--- src/rtl/seg_display_arbiter.sv ---
// seg_display_arbiter
//   Round-robin time-sharing of the 8-digit seven-segment debug display among
//   NREQ debug sources. The granted source's 32-bit value drives hex1..hex8.
//
// Ports:
//   clk       system clock
//   rst_n     asynchronous active-low reset
//   req       per-source request, level-sensitive
//   data      packed source values, source i at data[32*i +: 32]
//   lock      freezes the dwell counter and suppresses rotation
//   grant     one-hot current owner, zero when idle
//   owner_id  index of current owner, 0 when idle
//   busy      high while a source is granted
//   hex1..8   display nibbles, hex1 = disp[3:0] ... hex8 = disp[31:28]
module seg_display_arbiter #(
    parameter int unsigned NREQ        = 4,
    parameter int unsigned HOLD_CYCLES = 50_000_000,
    parameter int unsigned CNT_W       = 26
) (
    input  logic                 clk,
    input  logic                 rst_n,
    input  logic [NREQ-1:0]      req,
    input  logic [32*NREQ-1:0]   data,
    input  logic                 lock,
    output logic [NREQ-1:0]      grant,
    output logic [2:0]           owner_id,
    output logic                 busy,
    output logic [3:0]           hex1,
    output logic [3:0]           hex2,
    output logic [3:0]           hex3,
    output logic [3:0]           hex4,
    output logic [3:0]           hex5,
    output logic [3:0]           hex6,
    output logic [3:0]           hex7,
    output logic [3:0]           hex8
);

    localparam int unsigned IdxW = (NREQ > 1) ? $clog2(NREQ) : 1;
    localparam logic [CNT_W-1:0] DwellMax = CNT_W'(HOLD_CYCLES - 1);

    typedef enum logic {StIdle, StShow} state_e;

    state_e            state_q, state_d;
    logic [IdxW-1:0]   last_q, last_d;     // round-robin pointer, equals owner while showing
    logic [2:0]        owner_id_q, owner_id_d;
    logic [NREQ-1:0]   grant_q, grant_d;
    logic              busy_q, busy_d;
    logic [31:0]       disp_q, disp_d;
    logic [CNT_W-1:0]  dwell_q, dwell_d;

    logic [31:0]       src [NREQ];
    logic [IdxW-1:0]   pick, cand;
    logic              pick_vld;

    always_comb begin
        for (int i = 0; i < NREQ; i++) begin
            src[i] = data[32*i +: 32];
        end
    end

    // First requester after last_q, wrapping; may return last_q itself.
    always_comb begin
        pick     = last_q;
        pick_vld = 1'b0;
        cand     = '0;
        for (int unsigned k = 1; k <= NREQ; k++) begin
            cand = IdxW'((32'(last_q) + k) % NREQ);
            if (!pick_vld && req[cand]) begin
                pick     = cand;
                pick_vld = 1'b1;
            end
        end
    end

    always_comb begin
        state_d    = state_q;
        last_d     = last_q;
        owner_id_d = owner_id_q;
        grant_d    = grant_q;
        busy_d     = busy_q;
        disp_d     = disp_q;
        dwell_d    = dwell_q;

        unique case (state_q)
            StIdle: begin
                if (pick_vld) begin
                    state_d    = StShow;
                    last_d     = pick;
                    owner_id_d = 3'(pick);
                    grant_d    = NREQ'(1) << pick;
                    busy_d     = 1'b1;
                    disp_d     = src[pick];
                    dwell_d    = '0;
                end
            end
            StShow: begin
                if (!req[last_q]) begin
                    // Release wins over lock.
                    if (pick_vld) begin
                        last_d     = pick;
                        owner_id_d = 3'(pick);
                        grant_d    = NREQ'(1) << pick;
                        disp_d     = src[pick];
                        dwell_d    = '0;
                    end else begin
                        state_d    = StIdle;
                        owner_id_d = '0;
                        grant_d    = '0;
                        busy_d     = 1'b0;
                        disp_d     = '0;
                        dwell_d    = '0;
                    end
                end else if (lock) begin
                    disp_d = src[last_q];
                end else if (dwell_q == DwellMax) begin
                    // pick equals the owner when nobody else is waiting.
                    last_d     = pick;
                    owner_id_d = 3'(pick);
                    grant_d    = NREQ'(1) << pick;
                    disp_d     = src[pick];
                    dwell_d    = '0;
                end else begin
                    dwell_d = dwell_q + CNT_W'(1);
                    disp_d  = src[last_q];
                end
            end
            default: state_d = StIdle;
        endcase
    end

    always_ff @(posedge clk or negedge rst_n) begin
        if (!rst_n) begin
            state_q    <= StIdle;
            last_q     <= IdxW'(NREQ - 1);
            owner_id_q <= '0;
            grant_q    <= '0;
            busy_q     <= 1'b0;
            disp_q     <= '0;
            dwell_q    <= '0;
        end else begin
            state_q    <= state_d;
            last_q     <= last_d;
            owner_id_q <= owner_id_d;
            grant_q    <= grant_d;
            busy_q     <= busy_d;
            disp_q     <= disp_d;
            dwell_q    <= dwell_d;
        end
    end

    assign grant    = grant_q;
    assign owner_id = owner_id_q;
    assign busy     = busy_q;
    assign hex1     = disp_q[3:0];
    assign hex2     = disp_q[7:4];
    assign hex3     = disp_q[11:8];
    assign hex4     = disp_q[15:12];
    assign hex5     = disp_q[19:16];
    assign hex6     = disp_q[23:20];
    assign hex7     = disp_q[27:24];
    assign hex8     = disp_q[31:28];

endmodule

--- config.mk ---
export PLATFORM = sky130hd
export DESIGN_NAME = seg_display_arbiter
export DESIGN_NICKNAME = d
export VERILOG_FILES = /design/src/rtl/seg_display_arbiter.sv
export SDC_FILE = /design/constraint.sdc
export NUM_CORES = 1
export LEC_CHECK = 0
export CAP_MARGIN = 10
export CORE_MARGIN = 2
export CORE_UTILIZATION = 45
export DETAILED_ROUTE_END_ITERATION = 16
export GPL_ROUTABILITY_DRIVEN = 1
export MAX_ROUTING_LAYER = met4
export PLACE_DENSITY = 0.89
export SLEW_MARGIN = 20
export SYNTH_ARGS = -nofsm -noshare
export SYNTH_HDL_FRONTEND = slang
export SYNTH_SLANG_ARGS = --single-unit
--- constraint.sdc ---
create_clock -name clk -period 3 [get_ports clk]
set_input_delay 0.3 -clock clk [delete_from_list [all_inputs] [get_ports clk]]
set_output_delay 0.3 -clock clk [all_outputs]
set_load 0.01 [all_outputs]
==> results.json, run 1 <==
{
  "synth.net_count": 529,
  "yosys.area_share.simple_pct": 14.9,
  "syn_avg_cell_area_um2": 12.8,
  "rsz0062_at_grt": "no",
  "crit_path_max_incr_delay_ns": 0.57,
  "ys_warn_count": 0,
  "dpl_worst_slack_ns": 0.00572,
  "start_util_pct": 46.3,
  "clock.fmax_mhz": 389,
  "cp.arrival_ns": 2.80,
  "violations": "negative hold slack",
  "sw_frac_of_total_pct": 36.3,
  "path_max_fanout": 34,
  "grt_pass1_vias": 4581,
  "end_kind": "register",
  "drt_wl_total_um": 13800,
  "fin_setup_tns_ns": 0,
  "htreeDepth": 3,
  "synth.largest_area_cell": "dfrtp_1",
  "netSwitchingPower_uw": 2100,
  "hold_slack_ns": -0.0508,
  "synth.area.top_cells": "dfrtp_1, mux4_2, a221o_1",
  "gr-total-overflow": 0,
  "coreArea_um2": 10800,
  "hold_viol": 44,
  "synth-edff-count": 0,
  "synth_xor_area_share_pct": 2.62,
  "irDropWorstVdd_mv": 0.629,
  "finalInstanceArea_um2": 7070,
  "cellPowerDensity_nw_per_um2": 818,
  "ctsResizeCount": 0,
  "dr.first_iter.drc_count": 264,
  "diodes": 0,
  "fin_crit_sh_pct": 85.8,
  "cts_made_buffers": 9,
  "slowest_stage": "dfstp_2",
  "postLayoutCoreUtil_pct": 65.2,
  "area_growth_syn_to_layout_pct": 40.9,
  "numPortBuffers": 173,
  "timing.final.max_slew_violations": 0,
  "maxSlewHeadroom_pct": 41.4,
  "final_layout_size_suffix_gt1_share_pct": 20.0,
  "synth_seq_cells": 68,
  "setup_viol": 0,
  "synth.distinct_cells": 53,
  "crit_family": "buffers and inverters",
  "finalClockSkew_ns": 0.00754,
  "synth_area_um2": 5010,
  "grt_pass1_wl_um": 21800,
  "cts_setup_buffers": 0,
  "worst_pin_slew_ns": 0.871,
  "die_x_um": 110,
  "gp_congestion": 0.867,
  "cts_root_buffer": "clkbuf_8",
  "cts_tree": "built",
  "path_cells": "buf_4, nor3b_2, a211oi_4, buf_12, mux4_2, a221o_1",
  "p_clk_share_pct": 12.7,
  "synth-compound-area-share_pct": 13.2,
  "critPathRequiredTime_ns": 3.23,
  "drv_cap": 0,
  "grt_usage_pct": 24.2,
  "crit_type": "reg2reg",
  "yosysSeqAreaShare_pct": 34.0,
  "synth_top_area_share_pct": 32.9,
  "final_cell_mix": "clkdlybuf4s50_1, dfrtp_1, mux4_2, nor2b_1, a221o_1",
  "synth_mux_area_share_pct": 30.1,
  "fin_ws_ns": 0.426,
  "clock-sinks": 68,
  "drtAntennaViolNets": 0,
  "die_area_um2": 12000,
  "grt_max_degree": 49,
  "intPower_uw": 3680,
  "wl_per_cell_um": 19.6,
  "cts_buffer_depth": 2,
  "drt_first_pass_iters": 5,
  "die_h_um": 110,
  "rows": 38,
  "synth_top_family_by_area": "multiplexers",
  "hpwl_um": 10500,
  "drc_errors": 0,
  "antenna_found_initial": 0,
  "clk_latency_ns": 0.35,
  "p_leak_uw": 0.00266,
  "final_common_cell": "clkdlybuf4s50_1",
  "synth_fa_ha_area_share_pct": 0.449,
  "vias": 4381,
  "path_clk_slew_ns": 0.07,
  "min_period_ns": 2.57,
  "cts_hold_buf": 0,
  "synthCells": 393,
  "status": "complete, but fails checks",
  "synth_flop_cell": "dfrtp_1",
  "hp-class": "in2async",
  "critical_path_buf_inv_count": 2,
  "viasPerCell": 6.21,
  "fin_nets": 696,
  "start_kind": "register",
  "ios": 175,
  "async_reset_ff_share_pct": 100,
  "place_area_um2": 6850,
  "power_frac_seq_pct": 24.7,
  "comb_power_share_pct": 62.6
}
[routing by layer]
layer	part of all wire (%)	track usage, %	routed length, um
met1	37	28.7	5060
met2	53	40.8	7370
met3	7.3	4.98	1010
met4	2.5	9.31	340
met5	0	-	0
[final timing paths]
kind                       depth (start not counted)                      end                     from  slack [ns]
setup reg to reg                                   6    disp_q[6]$_DFFE_PN0N_    last_q[0]$_DFFE_PN1P_        0.43
setup / recovery                                   6    disp_q[6]$_DFFE_PN0N_    last_q[0]$_DFFE_PN1P_        0.43
min in group clk                                   1  owner_id[0]$_DFFE_PN0P_  owner_id[0]$_DFFE_PN0P_        0.51
hold reg to reg                                    1  owner_id[0]$_DFFE_PN0P_  owner_id[0]$_DFFE_PN0P_        0.51
max in group asynchronous                          2   dwell_q[0]$_DFFE_PN0P_                    rst_n        2.44
hold / removal                                     1  dwell_q[14]$_DFFE_PN0P_                    rst_n       -0.05
[layout make-up]
class,count,area (um2)
Timing Repair Buffer,187,1880
Multi-Input combinational cell,286,3090
Sequential cell,68,1700
Inverter,8,30.0
Fill cell,789,3770
Tap cell,140,175
Clock buffer,11,131
Clock inverter,5,52.6
[power groups by stage]
| stage | sequential (uW) | combinational (uW) | clock, uW |
|---|---|---|---|
| after floorplan | 1510 | 2350 | 0 |
| after global placement | 1430 | 3480 | 0 |
| after detailed placement | 1430 | 3610 | 0 |
| after CTS | 1430 | 3610 | 747 |
| after global routing | 1460 | 3860 | 784 |
| final | 1430 | 3620 | 734 |
[registers in the layout, indices dropped and copies added (netlist names)]
signal	cells
owner_id	2
dwell_q	26
disp_q	32
grant	4
busy	1
last_q	2
state_q	1
[synth_stat cells (2+ instances only)]
| cell type | count |
|---|---|
| nor4_2 | 7 |
| nand4_1 | 9 |
| buf_2 | 8 |
| a21oi_1 | 5 |
| and4_1 | 3 |
| nand2_1 | 11 |
| a31oi_1 | 2 |
| inv_1 | 8 |
| mux4_2 | 62 |
| a211oi_4 | 2 |
| dfrtp_1 | 66 |
| buf_4 | 2 |
| a21oi_2 | 2 |
| and3_1 | 6 |
| dfstp_2 | 2 |
| xor2_1 | 6 |
| a22o_1 | 7 |
| a21o_1 | 4 |
| xnor2_1 | 9 |
| nor3_1 | 6 |
| buf_6 | 9 |
| o21ai_0 | 5 |
| clkbuf_1 | 11 |
| nor2b_1 | 34 |
| mux4_1 | 3 |
| nor2_1 | 22 |
| o31ai_1 | 3 |
| nand2b_1 | 3 |
| a221o_1 | 31 |
| nand3_1 | 9 |
| o21ai_1 | 8 |
| and2_1 | 4 |
| a32o_1 | 3 |
| nor4_1 | 2 |
[stage by stage]
stage / instances / hold slack, ns / power (uW)
2_1_floorplan: 393 / 0.00441 / 3870
3_3_place_gp: 688 / 0.482 / 4910
3_5_place_dp: 688 / 0.490 / 5040
4_1_cts: 704 / 0.175 / 5780
5_1_grt: 705 / 0.00156 / 6100
6_report: 705 / -0.0508 / 5780
[worst reg2reg max path, stage by stage (launching register included)]
cell and delay, ns:
dfstp_2 0.57, buf_4 0.43, nor3b_2 0.37, a211oi_4 0.08
buf_12 0.20, mux4_2 0.44, a221o_1 0.36
[cells by family after synthesis]
kind of cell    count (synthesis)
compound gates                 76
mux                            68
buf+inv                        39
other cells                     1
fa+ha+maj                       2
flops                          68
xor+xnor                       15
simple gates                  124
No activity file was read; power rests on OpenSTA's default activity.
==> run 2: changes to the inputs <==
--- a/config.mk
+++ b/config.mk
@@ -6,12 +6,12 @@
 export NUM_CORES = 1
 export LEC_CHECK = 0
 export CAP_MARGIN = 10
-export CORE_MARGIN = 2
-export CORE_UTILIZATION = 45
+export CORE_MARGIN = 5
+export CORE_UTILIZATION = 33
 export DETAILED_ROUTE_END_ITERATION = 16
 export GPL_ROUTABILITY_DRIVEN = 1
 export MAX_ROUTING_LAYER = met4
-export PLACE_DENSITY = 0.89
+export PLACE_DENSITY = 0.71
 export SLEW_MARGIN = 20
 export SYNTH_ARGS = -nofsm -noshare
 export SYNTH_HDL_FRONTEND = slang
==> run 2 against run 1 <==
  * The flow now finishes without violations
  * Design area rose by 2.9%
  * Combinational power barely moved
  * Clock power rose by 59%
  * Critical path depth did not move
  * Via count fell by 2.1%
  * Maximum frequency rose by 0.97%
  * Worst hold slack improved by 0.14 ns
  * Setup slack improved by 0.025 ns
  * Sequential power barely moved
  * Final cell count rose by 6.8%
  * Register-to-register slack improved by 0.02 ns
  * Largest cell class unchanged
  * Largest power group unchanged
  * Highest routed layer unchanged
==> results.json, run 2 (synthesis results as in run 1) <==
{
  "critPathRequiredTime_ns": 3.21,
  "place_area_um2": 6930,
  "critical_path_buf_inv_count": 1,
  "r2r-start": "last_q[0]$_DFFE_PN1P_",
  "reg2reg_depth": 6,
  "regToRegEndpoint": "disp_q[4]$_DFFE_PN0N_",
  "cts_tree": "built",
  "hp-class": "in2async",
  "crit_type": "reg2reg",
  "cellPowerDensity_nw_per_um2": 856,
  "numPortBuffers": 173,
  "drv_cap": 0,
  "grt_max_degree": 69,
  "p_clk_share_pct": 18.7,
  "hpwl_um": 11200,
  "fin_nets": 696,
  "drt_first_pass_iters": 4,
  "finalInstanceArea_um2": 7270,
  "p_leak_uw": 0.00273,
  "finalClockSkew_ns": 0.00555,
  "power_frac_seq_pct": 23.1,
  "sw_frac_of_total_pct": 34.2,
  "clock.fmax_mhz": 392,
  "fin_crit_sh_pct": 85.0,
  "die_h_um": 133,
  "crit_family": "compound AO/OA/AOI/OAI gates",
  "ios": 175,
  "gp_congestion": 0.873,
  "hold_viol": 0,
  "die_x_um": 133,
  "fin_setup_tns_ns": 0,
  "final_cell_mix": "clkdlybuf4s50_1, dfrtp_1, mux4_2, nor2b_1, a221o_1",
  "slowest_stage": "dfstp_2",
  "rsz0062_at_grt": "no",
  "grt_pass1_vias": 4740,
  "coreArea_um2": 15000,
  "largest_reg_flops": 32,
  "cp.arrival_ns": 2.76,
  "comb_power_share_pct": 58.1,
  "setup_viol": 0,
  "status": "finished, final reports clean",
  "cts_buffer_depth": 2,
  "clk_latency_ns": 0.33,
  "netSwitchingPower_uw": 2130,
  "drtAntennaViolNets": 0,
  "final_common_cell": "clkdlybuf4s50_1",
  "min_period_ns": 2.55,
  "gr-total-overflow": 0,
  "worst_pin_slew_ns": 0.930,
  "intPower_uw": 4100,
  "end_kind": "register",
  "ctsResizeCount": 0,
  "r2r_setup_slack_ns": 0.45,
  "path_cells": "nand2b_1, o21ai_0, o21ai_4, buf_4, mux4_2, a221o_1",
  "grt_pass1_wl_um": 23700,
  "start_kind": "register",
  "cts_hold_buf": 0,
  "maxSlewHeadroom_pct": 37.5,
  "htreeDepth": 3,
  "cts_made_buffers": 9,
  "area_growth_syn_to_layout_pct": 45.0,
  "antenna_found_initial": 0,
  "die_area_um2": 17800,
  "crit_path_max_incr_delay_ns": 0.58,
  "vias": 4289,
  "irDropWorstVdd_mv": 0.507,
  "rows": 45,
  "dr.first_iter.drc_count": 191,
  "post_layout_nonfiller_instances": 753,
  "drc_errors": 0,
  "timing.final.max_slew_violations": 0,
  "dp.cells": 737,
  "grt_usage_pct": 17.0,
  "path_max_fanout": 19,
  "start_util_pct": 33.4,
  "drt_wl_total_um": 14400,
  "cts_setup_buffers": 0,
  "cts_root_buffer": "clkbuf_16",
  "top_register": "disp_q",
  "viasPerCell": 5.70,
  "final_layout_size_suffix_gt1_share_pct": 20.4,
  "path_clk_slew_ns": 0.06,
  "clock-sinks": 68,
  "diodes": 0,
  "wl_per_cell_um": 19.2
}
## run 2: how the worst max path moves through the flow
stage,from,endpoint,slack (ns),cells past startpoint
6_report,last_q[0]$_DFFE_PN1P_,disp_q[4]$_DFFE_PN0N_,0.45,6
5_1_grt,dwell_q[13]$_DFFE_PN0P_,dwell_q[14]$_DFFE_PN0P_,0.27,5
4_1_cts,last_q[0]$_DFFE_PN1P_,disp_q[4]$_DFFE_PN0N_,0.43,6
3_5_place_dp,req[3],disp_q[10]$_DFFE_PN0N_,0.20,7
3_3_place_gp,req[1],disp_q[31]$_DFFE_PN0N_,0.28,7
2_1_floorplan,last_q[0]$_DFFE_PN1P_,disp_q[11]$_DFFE_PN0N_,0.51,7
## run 2: per-layer routing
layer  track usage [%]  vias up  routed length (um)
li1                  -     1929                   -
met1              20.4     2166                5930
met2              28.5      172                7380
met3              3.70       22                 831
met4              5.54        0                 287
met5                 -        -                   0
## run 2: power by group through the flow
stage | Clock, uW | Sequential (uW) | Combinational [uW]
after floorplan | 0 | 1510 | 2350
after global placement | 0 | 1440 | 3590
after detailed placement | 0 | 1450 | 3690
after CTS | 1190 | 1440 | 3680
after global routing | 1230 | 1480 | 3930
final | 1170 | 1440 | 3620
## run 2: layout make-up
| cell class | instances | area (um2) |
|---|---|---|
| Clock buffer | 12 | 267 |
| Clock inverter | 4 | 70.1 |
| Fill cell | 1315 | 7760 |
| Inverter | 8 | 30.0 |
| Multi-Input combinational cell | 286 | 3090 |
| Sequential cell | 68 | 1700 |
| Tap cell | 188 | 235 |
| Timing Repair Buffer | 187 | 1870 |
## run 2: through the flow
| stage | hold WS (ns) | setup WS [ns] | power (uW) | util (%) |
|---|---|---|---|---|
| final | 0.0847 | 0.451 | 6230 | 48.4 |
| after global routing | 0.172 | 0.274 | 6640 | 48.4 |
| after CTS | 0.120 | 0.428 | 6320 | 48.4 |
| after detailed placement | 0.471 | 0.196 | 5130 | 46.1 |
| after global placement | 0.466 | 0.281 | 5030 | 46.1 |
| after floorplan | 0.00441 | 0.507 | 3870 | - |
## run 2: worst register-to-register path: stages, from the launching register on
cell	delay, ns
dfstp_2	0.58
nand2b_1	0.16
o21ai_0	0.15
o21ai_4	0.56
buf_4	0.33
mux4_2	0.34
a221o_1	0.31
==> run 3: changes to the inputs <==
==> constraint.sdc (replaced) <==
create_clock -name clk -period 2.35 [get_ports clk]
set_input_delay 0.235 -clock clk [delete_from_list [all_inputs] [get_ports clk]]
set_output_delay 0.235 -clock clk [all_outputs]
set_load 0.01 [all_outputs]
==> run 3 against run 2 <==
  * The run now ends with negative setup slack left
  * Combinational power grew 42%
  * Maximum frequency up 8.4%
  * Die area is the same
  * Register-to-register slack worse by 0.45 ns
  * Clock power is 9% higher
  * Critical path type unchanged
  * Largest power group unchanged
  * Highest routed layer unchanged
==> results.json, run 3 (synthesis results as in run 1) <==
{
  "status": "complete, but fails checks",
  "violations": "negative setup slack",
  "netSwitchingPower_uw": 2800,
  "hold_viol": 0,
  "slowest_stage": "dfstp_2",
  "wl_per_cell_um": 19.2,
  "start_kind": "register",
  "maxSlewHeadroom_pct": 42.4,
  "top_register": "disp_q",
  "power_frac_seq_pct": 22.1,
  "r2r-start": "last_q[0]$_DFFE_PN1P_",
  "gp_congestion": 0.840,
  "final_cell_mix": "clkdlybuf4s50_1, dfrtp_1, mux4_2, nor2b_1, a221o_1",
  "drt_wl_total_um": 15000,
  "gr-total-overflow": 0,
  "cts_made_buffers": 9,
  "critPathRequiredTime_ns": 2.56,
  "crit_path_max_incr_delay_ns": 0.57,
  "r2r_setup_slack_ns": -0.002,
  "viasPerCell": 5.60,
  "final_layout_size_suffix_gt1_share_pct": 24.5,
  "cellPowerDensity_nw_per_um2": 1090,
  "rsz0062_at_grt": "yes",
  "clock-sinks": 68,
  "worst_pin_slew_ns": 0.864,
  "antenna_found_initial": 0,
  "post_layout_nonfiller_instances": 781,
  "numPortBuffers": 173,
  "hpwl_um": 11500,
  "drt_first_pass_iters": 4,
  "cts_root_buffer": "clkbuf_16",
  "path_max_fanout": 11,
  "grt_pass1_wl_um": 24400,
  "die_area_um2": 17800,
  "grt_pass1_vias": 4858,
  "path_clk_slew_ns": 0.06,
  "cp.arrival_ns": 2.57,
  "p_leak_uw": 0.00289,
  "p_clk_share_pct": 15.5,
  "coreArea_um2": 15000,
  "ios": 175,
  "clock.fmax_mhz": 425,
  "reg2reg_depth": 7,
  "critPathCapture": "disp_q[6]$_DFFE_PN0N_",
  "dr.first_iter.drc_count": 199,
  "start_util_pct": 33.4,
  "cts_tree": "built",
  "min_period_ns": 2.35,
  "critical_path_buf_inv_count": 2,
  "setup_viol": 1,
  "largest_reg_flops": 32,
  "irDropWorstVdd_mv": 0.591,
  "cp.depth": 7,
  "diodes": 0,
  "intPower_uw": 5440,
  "crit_type": "reg2reg",
  "die_h_um": 133,
  "drv_cap": 0,
  "cts_buffer_depth": 2,
  "regToRegEndpoint": "disp_q[6]$_DFFE_PN0N_",
  "area_growth_syn_to_layout_pct": 51.3,
  "comb_power_share_pct": 62.4,
  "end_kind": "register",
  "fin_ws_ns": -0.00192,
  "timing.final.max_slew_violations": 0,
  "dp.cells": 761,
  "fin_nets": 724,
  "postLayoutCoreUtil_pct": 50.5,
  "setup.worst_path.start": "last_q[0]$_DFFE_PN1P_",
  "fin_crit_sh_pct": 100,
  "die_x_um": 133,
  "final_common_cell": "clkdlybuf4s50_1",
  "crit_family": "compound AO/OA/AOI/OAI gates",
  "rows": 45,
  "finalClockSkew_ns": 0.00480,
  "clk_latency_ns": 0.33,
  "grt_max_degree": 69,
  "sw_frac_of_total_pct": 34.0,
  "hp-class": "in2async",
  "drc_errors": 0,
  "grt_usage_pct": 17.4,
  "drtAntennaViolNets": 0,
  "htreeDepth": 3,
  "vias": 4373,
  "path_cells": "nor2b_2, a21o_1, a211oi_4, buf_4, buf_12, mux4_2, a221o_1"
}
-- run 3: cell count changes in the layout (fill, tap and decap cells not counted), sizes merged --
cell	before	now
buf	15	42
bufinv	2	0
clkbuf	12	16
clkinv	2	1
-- run 3: stage by stage --
stage | TNS (ns) | setup WS [ns] | area (um2) | total power [uW] | hold slack (ns)
6_report | -0.00192 | -0.00192 | 7590 | 8240 | 0.0251
5_1_grt | -2.59 | -0.0933 | 7590 | 8790 | 0.114
4_1_cts | -0.0809 | -0.0163 | 7470 | 8130 | 0.0705
3_5_place_dp | -7.59 | -0.254 | 7180 | 6810 | 0.422
3_3_place_gp | -6.09 | -0.213 | 7180 | 6670 | 0.414
2_1_floorplan | -2.49 | -0.0988 | 5020 | 4950 | -0.0606
-- run 3: worst reg2reg max path, delay by kind of cell, from the launching register on --
family	cells	cell delay, ns
buffers and inverters	2	0.30
flip-flops	1	0.57
AO/OA/AOI/OAI	3	0.82
multiplexers	1	0.50
AND/OR/NAND/NOR	1	0.05
-- run 3: power groups by stage --
| stage | clock network (uW) | registers [uW] | logic, uW |
|---|---|---|---|
| finish | 1280 | 1820 | 5150 |
| global route | 1360 | 1870 | 5560 |
| CTS | 1310 | 1820 | 5000 |
| detailed placement | 0 | 1830 | 4990 |
| global placement | 0 | 1830 | 4850 |
| floorplan | 0 | 1930 | 3010 |
-- run 3: worst min path at each step --
stage	endpoint	startpoint	slack [ns]	cells past startpoint
2_1_floorplan	busy$_DFFE_PN0P_	rst_n	-0.06	0
3_3_place_gp	dwell_q[12]$_DFFE_PN0P_	rst_n	0.41	1
3_5_place_dp	dwell_q[13]$_DFFE_PN0P_	rst_n	0.42	1
4_1_cts	dwell_q[14]$_DFFE_PN0P_	rst_n	0.07	1
5_1_grt	dwell_q[13]$_DFFE_PN0P_	rst_n	0.11	1
6_report	dwell_q[13]$_DFFE_PN0P_	rst_n	0.03	1
-- run 3: routing by layer --
metal / GRT usage [%] / wire [um] / vias to the layer above / share of wire [%]
met5: - / 0 / - / 0
met4: 4.80 / 225 / 0 / 1.5
met3: 4.42 / 972 / 19 / 6.5
met2: 30.0 / 7950 / 178 / 53
met1: 20.2 / 5840 / 2191 / 39
li1: - / - / 1985 / -
-- run 3: timing repair --
| action | in CTS | in global routing |
|---|---|---|
| pin swaps | 0 | 8 |
| hold buffers | 0 | 0 |
| endpoints found under the setup margin | 23 | 42 |
| gates resized for setup | 3 | 20 |
| buffers inserted | 0 | 2 |
| gates cloned | 0 | 2 |
-- run 3: cell type report --
cell class                 instances  area (um2)
clock inverter                     1        5.00
timing repair buffer             215        2210
inverter                           8        30.0
tap                              188         235
multi-input combinational        286        3130
fill                            1254        7440
clock buffer                      15         278
sequential                        68        1700
